**config.mk**
```make
export PLATFORM = sky130hd
export DESIGN_NAME = eth_tx_arb_flat
export DESIGN_NICKNAME = d
export VERILOG_FILES = /design/src/rtl/eth_tx_arb_if.sv /design/src/rtl/eth_tx_arb.sv /design/src/flat_wrapper.sv
export SDC_FILE = /design/constraint.sdc
export NUM_CORES = 1
export LEC_CHECK = 0
export CORE_MARGIN = 5
export CORE_UTILIZATION = 40
export DETAILED_ROUTE_END_ITERATION = 10
export GPL_TIMING_DRIVEN = 0
export PLACE_DENSITY_LB_ADDON = 0.2
export SYNTH_ARGS = -nofsm -noshare
export SYNTH_HDL_FRONTEND = slang
export SYNTH_SLANG_ARGS = --single-unit
export TNS_END_PERCENT = 20
```
**constraint.sdc**
```tcl
create_clock -name clk_mac -period 2.54 [get_ports clk_mac]
set_input_delay 0.508 -clock clk_mac [delete_from_list [all_inputs] [get_ports clk_mac]]
set_output_delay 0.508 -clock clk_mac [all_outputs]
set_load 0.02 [all_outputs]
```
**src/rtl/eth_tx_arb_if.sv**
```systemverilog
// Byte-stream bundle between the frame sources, the arbiter and the MAC.
// master is the arbiter's view; slave is the surrounding sources and MAC.
interface eth_tx_arb_if #(
   parameter int NUM_PORTS = 3
) ();
   logic [NUM_PORTS-1:0]   s_tx_vld;
   logic [8*NUM_PORTS-1:0] s_tx_dat;
   logic [NUM_PORTS-1:0]   s_tx_sof;
   logic [NUM_PORTS-1:0]   s_tx_eof;
   logic [NUM_PORTS-1:0]   s_tx_ack;
   logic                   m_tx_vld;
   logic [7:0]             m_tx_dat;
   logic                   m_tx_sof;
   logic                   m_tx_eof;
   logic                   m_tx_ack;

   modport master (
      input  s_tx_vld,
      input  s_tx_dat,
      input  s_tx_sof,
      input  s_tx_eof,
      output s_tx_ack,
      output m_tx_vld,
      output m_tx_dat,
      output m_tx_sof,
      output m_tx_eof,
      input  m_tx_ack
   );

   modport slave (
      output s_tx_vld,
      output s_tx_dat,
      output s_tx_sof,
      output s_tx_eof,
      input  s_tx_ack,
      input  m_tx_vld,
      input  m_tx_dat,
      input  m_tx_sof,
      input  m_tx_eof,
      output m_tx_ack
   );
endinterface

```
**src/rtl/eth_tx_arb.sv**
```systemverilog
// Frame-granular round-robin arbiter onto one MAC tx byte stream.
// Flushes stray idle bytes, gates new frames on link, counts frames.
module eth_tx_arb #(
   parameter int NUM_PORTS = 3,
   parameter int CNT_W     = 16
) (
   input  logic                       clk_mac,
   input  logic                       rst,
   input  logic                       link_up,
   eth_tx_arb_if.master               bus,
   output logic [NUM_PORTS-1:0]       grant,
   output logic                       busy,
   output logic                       flush_err,
   output logic [CNT_W*NUM_PORTS-1:0] frame_cnt
);
   localparam int IDX_W = $clog2(NUM_PORTS);

   typedef enum logic {IDLE, LOCK} state_t;

   state_t                          state_q, state_d;
   logic [NUM_PORTS-1:0]            grant_q, grant_d;
   logic [IDX_W-1:0]                owner_q, owner_d;
   logic [IDX_W-1:0]                last_q, last_d;
   logic                            flush_q, flush_d;
   logic [NUM_PORTS-1:0][CNT_W-1:0] cnt_q, cnt_d;

   logic [NUM_PORTS-1:0] elig;
   logic [NUM_PORTS-1:0] stray;
   logic                 win_found;
   logic [IDX_W-1:0]     win_idx;
   logic [IDX_W-1:0]     cand;
   logic                 eof_xfer;

   assign elig  = bus.s_tx_vld & bus.s_tx_sof
                & {NUM_PORTS{link_up}};
   assign stray = bus.s_tx_vld & ~bus.s_tx_sof;

   assign eof_xfer = bus.s_tx_vld[owner_q]
                   & bus.m_tx_ack
                   & bus.s_tx_eof[owner_q];

   // Search starts just after the previous winner, wrapping around.
   always_comb begin
      win_found = 1'b0;
      win_idx   = '0;
      cand      = '0;
      for (int k = 1; k <= NUM_PORTS; k++) begin
         cand = IDX_W'((int'(last_q) + k) % NUM_PORTS);
         if (!win_found && elig[cand]) begin
            win_found = 1'b1;
            win_idx   = cand;
         end
      end
   end

   always_ff @(posedge clk_mac) begin
      if (rst) begin
         state_q <= IDLE;
         grant_q <= '0;
         owner_q <= '0;
         last_q  <= IDX_W'(NUM_PORTS - 1);
         flush_q <= 1'b0;
         cnt_q   <= '0;
      end else begin
         state_q <= state_d;
         grant_q <= grant_d;
         owner_q <= owner_d;
         last_q  <= last_d;
         flush_q <= flush_d;
         cnt_q   <= cnt_d;
      end
   end

   always_comb begin
      state_d = state_q;
      grant_d = grant_q;
      owner_d = owner_q;
      last_d  = last_q;
      flush_d = 1'b0;
      cnt_d   = cnt_q;
      unique case (state_q)
         IDLE: begin
            flush_d = |stray;
            if (win_found) begin
               state_d = LOCK;
               owner_d = win_idx;
               grant_d = NUM_PORTS'(1) << win_idx;
            end
         end
         LOCK: begin
            if (eof_xfer) begin
               state_d = IDLE;
               grant_d = '0;
               last_d  = owner_q;
               cnt_d[owner_q] = cnt_q[owner_q]
                              + CNT_W'(1);
            end
         end
      endcase
   end

   // LOCK is a zero-latency pass-through of the owning port.
   always_comb begin
      bus.m_tx_vld = 1'b0;
      bus.m_tx_dat = '0;
      bus.m_tx_sof = 1'b0;
      bus.m_tx_eof = 1'b0;
      bus.s_tx_ack = '0;
      unique case (state_q)
         IDLE: begin
            bus.s_tx_ack = stray;
         end
         LOCK: begin
            bus.m_tx_vld = bus.s_tx_vld[owner_q];
            bus.m_tx_dat = bus.s_tx_dat[8*owner_q +: 8];
            bus.m_tx_sof = bus.s_tx_sof[owner_q];
            bus.m_tx_eof = bus.s_tx_eof[owner_q];
            bus.s_tx_ack[owner_q] = bus.m_tx_ack;
         end
      endcase
   end

   assign grant     = grant_q;
   assign busy      = (state_q == LOCK);
   assign flush_err = flush_q;
   assign frame_cnt = cnt_q;
endmodule

```
**src/flat_wrapper.sv**
```systemverilog
// flat-port wrapper written by rule: the top's interface ports become plain ports
module eth_tx_arb_flat 
#(
   parameter int NUM_PORTS = 3,
   parameter int CNT_W     = 16
)
  (clk_mac, rst, link_up, grant, busy, flush_err, frame_cnt, bus_s_tx_vld, bus_s_tx_dat, bus_s_tx_sof, bus_s_tx_eof, bus_s_tx_ack, bus_m_tx_vld, bus_m_tx_dat, bus_m_tx_sof, bus_m_tx_eof, bus_m_tx_ack);
  eth_tx_arb_if #(.NUM_PORTS(NUM_PORTS)) bus_i ();
  input  logic clk_mac;
  input  logic rst;
  input  logic link_up;
  output logic [NUM_PORTS-1:0] grant;
  output logic busy;
  output logic flush_err;
  output logic [CNT_W*NUM_PORTS-1:0] frame_cnt;
  input wire logic [$bits(bus_i.s_tx_vld)-1:0] bus_s_tx_vld;
  input wire logic [$bits(bus_i.s_tx_dat)-1:0] bus_s_tx_dat;
  input wire logic [$bits(bus_i.s_tx_sof)-1:0] bus_s_tx_sof;
  input wire logic [$bits(bus_i.s_tx_eof)-1:0] bus_s_tx_eof;
  output wire logic [$bits(bus_i.s_tx_ack)-1:0] bus_s_tx_ack;
  output wire logic [$bits(bus_i.m_tx_vld)-1:0] bus_m_tx_vld;
  output wire logic [$bits(bus_i.m_tx_dat)-1:0] bus_m_tx_dat;
  output wire logic [$bits(bus_i.m_tx_sof)-1:0] bus_m_tx_sof;
  output wire logic [$bits(bus_i.m_tx_eof)-1:0] bus_m_tx_eof;
  input wire logic [$bits(bus_i.m_tx_ack)-1:0] bus_m_tx_ack;
  assign bus_i.s_tx_vld = bus_s_tx_vld;
  assign bus_i.s_tx_dat = bus_s_tx_dat;
  assign bus_i.s_tx_sof = bus_s_tx_sof;
  assign bus_i.s_tx_eof = bus_s_tx_eof;
  assign bus_s_tx_ack = bus_i.s_tx_ack;
  assign bus_m_tx_vld = bus_i.m_tx_vld;
  assign bus_m_tx_dat = bus_i.m_tx_dat;
  assign bus_m_tx_sof = bus_i.m_tx_sof;
  assign bus_m_tx_eof = bus_i.m_tx_eof;
  assign bus_i.m_tx_ack = bus_m_tx_ack;
  eth_tx_arb #(.NUM_PORTS(NUM_PORTS), .CNT_W(CNT_W)) u_core (.clk_mac(clk_mac), .rst(rst), .link_up(link_up), .bus(bus_i), .grant(grant), .busy(busy), .flush_err(flush_err), .frame_cnt(frame_cnt));
endmodule
```
==> impl_metrics.json, run 1 <==
{
  "fillers": 784,
  "p_sw_uw": 655,
  "slew_viol_final": 0,
  "rsz0062_at_grt": "true",
  "synth_ff_type": "dfxtp_1",
  "ant_nets": 0,
  "seqPwrFrac_pct": 40.7,
  "outcome": "finished with violations",
  "die_w_um": 105,
  "endpoint_kind": "output pin",
  "syn_to_final_growth_pct": 43.3,
  "die_area_um2": 11100,
  "die_y_um": 105,
  "leakage_uw": 0.00180,
  "swShare_pct": 29.3,
  "dp_cells": 682,
  "intPower_uw": 1580,
  "vdd_drop_max_v": 0.000224,
  "wl_per_cell_um": 18.7,
  "holdCritPathClass": "reg -> reg",
  "synth.cell_area_um2": 3640,
  "cp_slowest_stage_delay_ns": 0.31,
  "drtIter0Drc": 346,
  "synth_cell_types": 56,
  "crit_path_start_kind": "flip-flop",
  "max_cap_violations": 0,
  "clockBufferDepth": 2,
  "finalSetupViolCount": 2,
  "gp_routability_congestion": 0.939,
  "grt_max_degree": 13,
  "register_area_um2": 1140,
  "fmax_ghz": 0.392,
  "pre_cts_ws_ns": -0.646,
  "slew_headroom_pct": 57.6,
  "rows": 34,
  "cp.arrival_ns": 2.04,
  "path_common_cell": "buf_12",
  "syn_nets": 513,
  "grt_pass1_wl_um": 20700,
  "crit_fanout": 10,
  "io_pins": 104,
  "cts_sinks": 57,
  "powerDensity_nw_per_um2": 428,
  "multi_input_area_um2": 2360,
  "wirelength_um": 13200,
  "skew_ns": 0.0139,
  "cts_buffers": 9,
  "synth_seq_cells": 57,
  "drive_above_1_share_pct": 15.0,
  "synthesis.instances": 471,
  "cts_root_buf": "clkbuf_8",
  "violations": "setup timing",
  "p_comb_share_pct": 20.3,
  "dr.pass1.iters": 5,
  "layout_setup_ws_ns": -0.0100,
  "timing.final.crit_share_pct": 100,
  "worst_slew_pin_slew_ns": 0.636,
  "htreeDepth": 3,
  "grt-ovfl-total": 0,
  "start_util_pct": 41.4,
  "grtUsageTotal_pct": 22.7,
  "diodes": 0,
  "core_area_um2": 8810,
  "fin_cells": 708,
  "yosys_warnings": 0,
  "synth_edf_count": 0,
  "ys_seq_area_share_pct": 31.3,
  "drc": 0,
  "crit_required_ns": 2.03,
  "antenna_found_initial": 0,
  "grt_pass1_vias": 4042,
  "cp_num_buf_inv": 6,
  "clk_pin_slew_ns": 0.07,
  "critical-path-top-delay-family": "buffers and inverters",
  "synthArstFlopShare_pct": 0,
  "final_hold_viol_count": 0,
  "fin_crit_ns": 2.55,
  "power.share.clock_pct": 39.0,
  "dp_hpwl_um": 9280,
  "io_buffers": 103,
  "critPathKind": "reg -> out",
  "clkLatencyLatePin_ns": 0.35,
  "slowest_stage": "dfxtp_1",
  "vias_per_cell": 5.97,
  "syn_area_per_cell_um2": 7.74,
  "layout.nets": 637,
  "path_cells": "buf_6 > buf_12 > buf_12 > buf_12 > buf_4 > mux2i_1 > o2bb2ai_1 > and2_1 > clkdlybuf4s15_2",
  "via_count": 4229,
  "cts_tree": "done",
  "hold_buffers": 0
}
-- Yosys cell counts (all sizes together) (6+ instances only) --
master | number | area, µm²
dfxtp | 57 | 1140
o22ai | 20 | 163
o21ai | 13 | 65.1
nand2 | 79 | 299
a21oi | 26 | 130
inv | 9 | 33.8
buf | 15 | 106
nand2b | 7 | 43.8
nor4 | 9 | 98.8
nor2 | 29 | 109
nand4 | 12 | 81.3
clkbuf | 24 | 90.1
xnor2 | 6 | 52.6
nand3 | 44 | 238
and2 | 15 | 93.8
mux2i | 27 | 270
o311ai | 18 | 158
nor3 | 8 | 40.0
-- power by group through the flow --
stage          Clock (µW)  Combinational [µW]  Sequential (µW)
2_1_floorplan           0                 227              938
3_3_place_gp            0                 405              931
3_5_place_dp            0                 410              931
4_1_cts               877                 443              910
5_1_grt               919                 485              911
6_report              873                 454              910
-- metrics by stage --
| stage | total power (µW) | hold slack (ns) | utilization [%] | TNS, ns | area [µm²] |
|---|---|---|---|---|---|
| floorplan | 1170 | 0.493 | - | 0 | 3640 |
| global placement | 1340 | 0.460 | 54.6 | -9.85 | 4810 |
| detailed placement | 1340 | 0.466 | 54.6 | -11.35 | 4810 |
| CTS | 2230 | 0.477 | 58.2 | -0.0939 | 5130 |
| global route | 2310 | 0.501 | 59.3 | -1.35 | 5220 |
| finish | 2240 | 0.476 | 59.3 | -0.0126 | 5220 |
-- layout make-up --
cell class                 instances  share of cell area (%)
buffer                            39                    5.44
clock buffer                       9                    2.37
clock inverter                     7                    1.51
inverter                           9                   0.647
multi-input combinational        366                    45.3
sequential                        57                    21.9
tap                              108                    2.59
timing repair buffer             113                    20.3
-- repair_timing --
action | CTS | global route
endpoints found under the setup margin | 50 | 48
gates resized for setup | 76 | 24
pin swaps | 0 | 1
cloned | 0 | 0
buffers inserted | 8 | 2
-- cell families after synthesis --
group                      count (synthesis)  share of synthesized area, %
AOI/OAI and AO/OA                        104                          20.0
xor gates and xnor gates                   6                          1.44
adders and majority gates                  5                          1.72
buffers and inverters                     48                          6.32
DFF                                       57                          31.3
muxes                                     28                          7.72
and+or+nand+nor                          223                          31.5
-- metal layers --
layer  GRT usage (%)  share of wire [%]  vias to the layer above
met4            8.25                2.2                        0
met1            29.7                 44                     1996
met3            5.99                9.2                       34
met2            35.9                 45                      214
li1                -                  -                     1985
met5               0                  0                        -
-- sequential cells by signal (all words and copies together) (netlist names) --
name	count
u_core.last_q	2
u_core.frame_cnt	48
u_core.grant	3
u_core.owner_q	2
u_core.busy	1
u_core.flush_err	1
-- cells in the final DEF, fill, tap and decap left out, types with 11 or more instances in the layout --
cell             Yosys  routed
clkdlybuf4s50_1      0      89
nand2_1             78      77
dfxtp_1             57      57
nand3_1             42      40
nor2_1              29      28
mux2i_1             27      27
a21oi_1             26      26
clkbuf_1            24      18
buf_2                9      14
and2_1              14      14
o21ai_0             13      12
buf_4                0      11
clkbuf_8             0      11
o22ai_1             14      11
nand4_1             11      11
-- path summary, 6_finish.rpt --
check / start / end / slack (ns) / cells after the start
worst max-delay path: u_core.owner_q[0]$_SDFFE_PP0P_ / bus_m_tx_vld / -0.01 / 9
worst min-delay path: u_core.frame_cnt[3]$_SDFFE_PP0P_ / u_core.frame_cnt[3]$_SDFFE_PP0P_ / 0.48 / 2
worst max register to register: u_core.owner_q[0]$_SDFFE_PP0P_ / u_core.frame_cnt[10]$_SDFFE_PP0P_ / 0.03 / 8
worst min register to register: u_core.frame_cnt[3]$_SDFFE_PP0P_ / u_core.frame_cnt[3]$_SDFFE_PP0P_ / 0.48 / 2
-- worst reg2reg max path, cell delays in order (launching register included) --
cell      delay [ns]
dfxtp_1         0.31
buf_6           0.12
buf_4           0.16
mux2i_1         0.12
o22ai_1         0.48
nand4_4         0.34
or3_1           0.43
clkbuf_1        0.18
o311ai_1        0.28
(Power assumes the default switching activity.)
==> inputs of run 2 (changes only) <==
Settings changed: CORE_UTILIZATION 40 to 30, CTS_CLUSTER_DIAMETER from default to 100.
==> run 2 against run 1 <==
The run still ends with setup timing left. Sequential share of layout area decreased by 0.89 points. Critical path depth increased by 1. Clock skew decreased by 0.0096 ns. Combinational power increased by 4%. First-iteration DRC count increased by 6.4%. Clock-buffer cell count increased by 1. Hold slack got worse by 0.0080 ns. Register-to-register slack got worse by 0.04 ns. Largest cell class unchanged.
==> impl_metrics.json, run 2 (synthesis results as in run 1) <==
{
  "ant_nets": 0,
  "drive_above_1_share_pct": 16.8,
  "rows": 40,
  "rsz0062_at_grt": "true",
  "timing.final.crit_share_pct": 100,
  "fmax_ghz": 0.392,
  "fin_crit_ns": 2.55,
  "grtUsageTotal_pct": 19.1,
  "leakage_uw": 0.00186,
  "start_util_pct": 30.5,
  "slew_viol_final": 0,
  "core_area_um2": 12000,
  "crit_path_start_kind": "flip-flop",
  "final_hold_viol_count": 0,
  "cp_num_buf_inv": 5,
  "finalHoldWorstSlack_ns": 0.468,
  "drtIter0Drc": 368,
  "grt-ovfl-total": 0,
  "slew_headroom_pct": 54.9,
  "cts_tree": "done",
  "holdCritPathClass": "reg -> reg",
  "seqPwrFrac_pct": 35.4,
  "dp_cells": 721,
  "hold_buffers": 0,
  "intPower_uw": 1900,
  "grt_pass1_wl_um": 22000,
  "drc": 0,
  "crit_cells": 10,
  "pre_cts_ws_ns": -0.619,
  "critPathKind": "reg -> reg",
  "finalSetupViolCount": 1,
  "rr_worst_depth": 10,
  "gp_routability_congestion": 0.897,
  "rr_endpoint": "u_core.frame_cnt[23]$_SDFFE_PP0P_",
  "dr.pass1.iters": 6,
  "final_cell_mix": "clkdlybuf4s50_1 (89), nand2_1 (77), dfxtp_1 (56)",
  "crit_end": "u_core.frame_cnt[23]$_SDFFE_PP0P_",
  "path_cells": "buf_6 > buf_12 > buf_12 > buf_4 > buf_4 > o22ai_2 > nand3_4 > or3_4 > or4_1 > nand3_1",
  "hp-start": "u_core.frame_cnt[1]$_SDFFE_PP0P_",
  "cts_sinks": 57,
  "die_w_um": 120,
  "cts_buffers": 9,
  "fin_tns_setup_ns": -0.0116,
  "syn_to_final_growth_pct": 49.5,
  "worstReg2RegStart": "u_core.owner_q[0]$_SDFFE_PP0P_",
  "final_common_cell": "clkdlybuf4s50_1",
  "largest_reg_flops": 48,
  "die_y_um": 120,
  "startpoint": "u_core.owner_q[0]$_SDFFE_PP0P_",
  "violations": "setup timing",
  "layout_setup_ws_ns": -0.0116,
  "p_comb_share_pct": 18.3,
  "layout.nets": 635,
  "antenna_found_initial": 0,
  "grt_max_degree": 11,
  "fin_total_pwr_uw": 2580,
  "clkLatencyLatePin_ns": 0.33,
  "io_pins": 104,
  "cp_slowest_stage_delay_ns": 0.51,
  "htreeDepth": 3,
  "cp.arrival_ns": 2.82,
  "die_area_um2": 14500,
  "critical-path-top-delay-family": "simple AND/OR/NAND/NOR gates",
  "wirelength_um": 14000,
  "crit_required_ns": 2.81,
  "cts_root_buf": "clkbuf_16",
  "swShare_pct": 26.2,
  "crit_fanout": 6,
  "vdd_drop_max_v": 0.000330,
  "outcome": "finished with violations",
  "diodes": 0,
  "rrSetupSlack_ns": -0.01,
  "slowest_stage": "or4_1",
  "via_count": 4147,
  "dp_hpwl_um": 9830,
  "wl_per_cell_um": 18.9,
  "p_sw_uw": 675,
  "skew_ns": 0.00423,
  "worst_slew_pin_slew_ns": 0.676,
  "clockBufferDepth": 2,
  "vias_per_cell": 5.57,
  "powerDensity_nw_per_um2": 473,
  "grt_pass1_vias": 4127,
  "clk_pin_slew_ns": 0.05,
  "fin_cells": 744,
  "max_cap_violations": 0,
  "power.share.clock_pct": 46.3,
  "io_buffers": 103,
  "endpoint_kind": "flip-flop"
}
-- run 2: cell type report --
class / instances / area [µm²]
clock inverters: 5 / 56.3
repair buffers: 111 / 1050
inverters: 9 / 33.8
plain buffers: 39 / 295
multi-input cells: 366 / 2450
flip-flops and latches: 57 / 1140
clock buffers: 10 / 239
well taps: 147 / 184
fillers: 1209 / 6510
-- run 2: how the worst min path moves through the flow --
stage / cells after the start / to
6_report: 2 / u_core.frame_cnt[1]$_SDFFE_PP0P_
5_1_grt: 2 / u_core.frame_cnt[35]$_SDFFE_PP0P_
4_1_cts: 2 / u_core.frame_cnt[1]$_SDFFE_PP0P_
3_5_place_dp: 2 / u_core.frame_cnt[1]$_SDFFE_PP0P_
3_3_place_gp: 2 / u_core.frame_cnt[3]$_SDFFE_PP0P_
2_1_floorplan: 2 / u_core.last_q[1]$_SDFFE_PP1P_
-- run 2: what timing repair did --
item                                    CTS  global route
pin swaps                                 0             5
buffers inserted                          5             3
endpoints found under the setup margin   52            51
gates cloned                              0             0
resized for setup                        83            50
-- run 2: metrics by stage --
step / util, % / area, µm²
after floorplan: - / 3640
after global placement: 40.6 / 4860
after detailed placement: 40.6 / 4860
after CTS: 44.2 / 5290
after global routing: 45.6 / 5450
final: 45.6 / 5450
-- run 2: worst reg2reg max path: cells and delay by family, from the launching register on --
kind                   cells  cell delay [ns]
flip-flops                 1             0.31
buffers and inverters      5             0.72
AO/OA/AOI/OAI              1             0.22
AND/OR/NAND/NOR            4             1.24
-- run 2: per-layer routing --
layer	vias to the layer above	GRT usage, %	part of all wire [%]
met5	-	0	0
met4	0	5.81	1.8
met3	27	4.12	9.3
met2	224	30.5	45
met1	1923	25.8	44
li1	1973	-	-
-- run 2: power by group through the flow --
stage                     registers (µW)  clock network [µW]  logic [µW]
after global routing                 914                1250         501
after CTS                            913                1210         449
final                                914                1190         471
after global placement               931                   0         412
after floorplan                      938                   0         227
after detailed placement             932                   0         415
==> inputs of run 3 (changes only) <==
--- a/config.mk
+++ b/config.mk
@@ -16,2 +16,2 @@
 export SYNTH_SLANG_ARGS = --single-unit
-export TNS_END_PERCENT = 20
+export TNS_END_PERCENT = 50
==> constraint.sdc (replaced) <==
create_clock -name clk_mac -period 2.5 [get_ports clk_mac]
set_input_delay 0.625 -clock clk_mac [delete_from_list [all_inputs] [get_ports clk_mac]]
set_output_delay 0.625 -clock clk_mac [all_outputs]
set_load 0.02 [all_outputs]
==> run 3 against run 2 <==
The flow now finishes without violations. Final cell count up 1.5%. First-iteration DRC count down 5.4%. Hold slack improved by 0.0058 ns. Core utilization is 1.2 points higher. Combinational power increased by 7.2%. Design area rose by 2.6%. Total power rose by 3.2%. Clock-buffer cell count increased by 1. Critical path type is now in -> out. Critical endpoint is now bus_m_tx_vld. Largest cell class unchanged.
==> impl_metrics.json, run 3 (synthesis results as in run 1) <==
{
  "outcome": "finished clean",
  "final_hold_viol_count": 0,
  "via_count": 4231,
  "gp_routability_congestion": 0.905,
  "powerDensity_nw_per_um2": 476,
  "pre_cts_ws_ns": -0.783,
  "antenna_found_initial": 0,
  "clockBufferDepth": 2,
  "final_cell_mix": "clkdlybuf4s50_1 (89), nand2_1 (77), dfxtp_1 (56)",
  "use_met2_pct": 31.1,
  "leakage_uw": 0.00194,
  "clkLatencyLatePin_ns": 0.33,
  "syn_to_final_growth_pct": 53.4,
  "cts_root_buf": "clkbuf_16",
  "ant_nets": 0,
  "grt-ovfl-total": 0,
  "largest_reg_flops": 48,
  "final_common_cell": "clkdlybuf4s50_1",
  "io_buffers": 103,
  "vdd_drop_max_v": 0.000412,
  "wirelength_um": 14300,
  "rows": 40,
  "grt_pass1_vias": 4117,
  "holdCritPathClass": "reg -> reg",
  "top_usage_layer": "met2",
  "grt_max_degree": 11,
  "final_area_um2": 5590,
  "clk_pin_slew_ns": 0.05,
  "cts_sinks": 57,
  "dr.pass1.iters": 7,
  "die_y_um": 120,
  "worst_slew_pin_slew_ns": 0.685,
  "die_area_um2": 14500,
  "htreeDepth": 3,
  "dp_hpwl_um": 9870,
  "wl_per_cell_um": 19.0,
  "slew_headroom_pct": 54.4,
  "io_pins": 104,
  "skew_ns": 0.00694,
  "endpoint_kind": "output pin",
  "fin_tns_setup_ns": 0,
  "drtIter0Drc": 348,
  "finalSetupViolCount": 0,
  "layout.nets": 645,
  "layout_setup_ws_ns": 0.0494,
  "drc": 0,
  "slew_viol_final": 0,
  "cts_tree": "done",
  "crit_required_ns": 1.88,
  "grtUsageTotal_pct": 19.2,
  "cp.arrival_ns": 1.83,
  "diodes": 0,
  "rsz0062_at_grt": "true",
  "gr-usage-met1_pct": 25.4,
  "fmax_ghz": 0.408,
  "crit_path_start_kind": "input pin",
  "cts_buffers": 9,
  "critPathKind": "in -> out",
  "use_met3_pct": 4.40,
  "vias_per_cell": 5.60,
  "grt_pass1_wl_um": 22100,
  "place_area_um2": 4870,
  "die_w_um": 120,
  "drive_above_1_share_pct": 18.9,
  "timing.final.crit_share_pct": 98.0,
  "fin_crit_ns": 2.45,
  "start_util_pct": 30.5,
  "crit_fanout": 5,
  "max_cap_violations": 0,
  "core_area_um2": 12000
}
## run 3: cell types whose count changed in the layout (fill, tap and decap cells not counted), moves of 3 or more
cell	previous run	this run
buf_4	8	23
clkbuf_2	8	2
o21ai_0	9	4
o21ai_1	4	9
o22ai_4	4	1
## run 3: final cells by class
class,count,area [µm²]
Sequential cell,57,1140
Buffer,35,269
Clock inverter,5,55.1
Multi-Input combinational cell,366,2460
Timing Repair Buffer,125,1200
Inverter,9,33.8
Tap cell,147,184
Clock buffer,11,243
Fill cell,1203,6370
## run 3: worst paths after layout
kind                            cells after the start                         startpoint  slack, ns                                end
worst min register to register                      2  u_core.frame_cnt[35]$_SDFFE_PP0P_       0.47  u_core.frame_cnt[35]$_SDFFE_PP0P_
worst max register to register                      9     u_core.owner_q[0]$_SDFFE_PP0P_       0.07  u_core.frame_cnt[23]$_SDFFE_PP0P_
worst max-delay path                                5                    bus_s_tx_vld[0]       0.05                       bus_m_tx_vld
worst min-delay path                                2  u_core.frame_cnt[35]$_SDFFE_PP0P_       0.47  u_core.frame_cnt[35]$_SDFFE_PP0P_
## run 3: layer usage
metal | up-vias | part of all wire, %
li1 | 1998 | -
met1 | 2001 | 44
met2 | 210 | 45
met3 | 22 | 8.6
met4 | 0 | 1.5
met5 | - | 0
## run 3: worst max-delay path, stage by stage
cell and delay [ns]:
clkdlybuf4s50_1 0.60, mux2i_1 0.11, o2bb2ai_1 0.18, and2_1 0.14, buf_2 0.17
## run 3: per-stage QoR
| step | hold WS, ns | util (%) | total power [µW] | instances |
|---|---|---|---|---|
| after floorplan | 0.493 | - | 1190 | 471 |
| after global placement | 0.465 | 40.7 | 1370 | 721 |
| after detailed placement | 0.469 | 40.7 | 1370 | 721 |
| after CTS | 0.476 | 45.5 | 2670 | 754 |
| after global routing | 0.505 | 46.8 | 2750 | 755 |
| final | 0.474 | 46.8 | 2660 | 755 |
## run 3: what timing repair did
item / CTS / global route
endpoints found under the hold margin: 0 / 0
pin swaps: 3 / 7
hold buffers: 0 / 0
buffers inserted: 15 / 5
gates cloned: 2 / 0
resized for setup: 120 / 38
setup endpoints to repair: 54 / 48
## run 3: where the power goes
| part | internal, µW | total (µW) | switching, µW |
|---|---|---|---|
| logic | 248 | 505 | 257 |
| registers | 920 | 929 | 9.14 |
| clock network | 794 | 1230 | 434 |
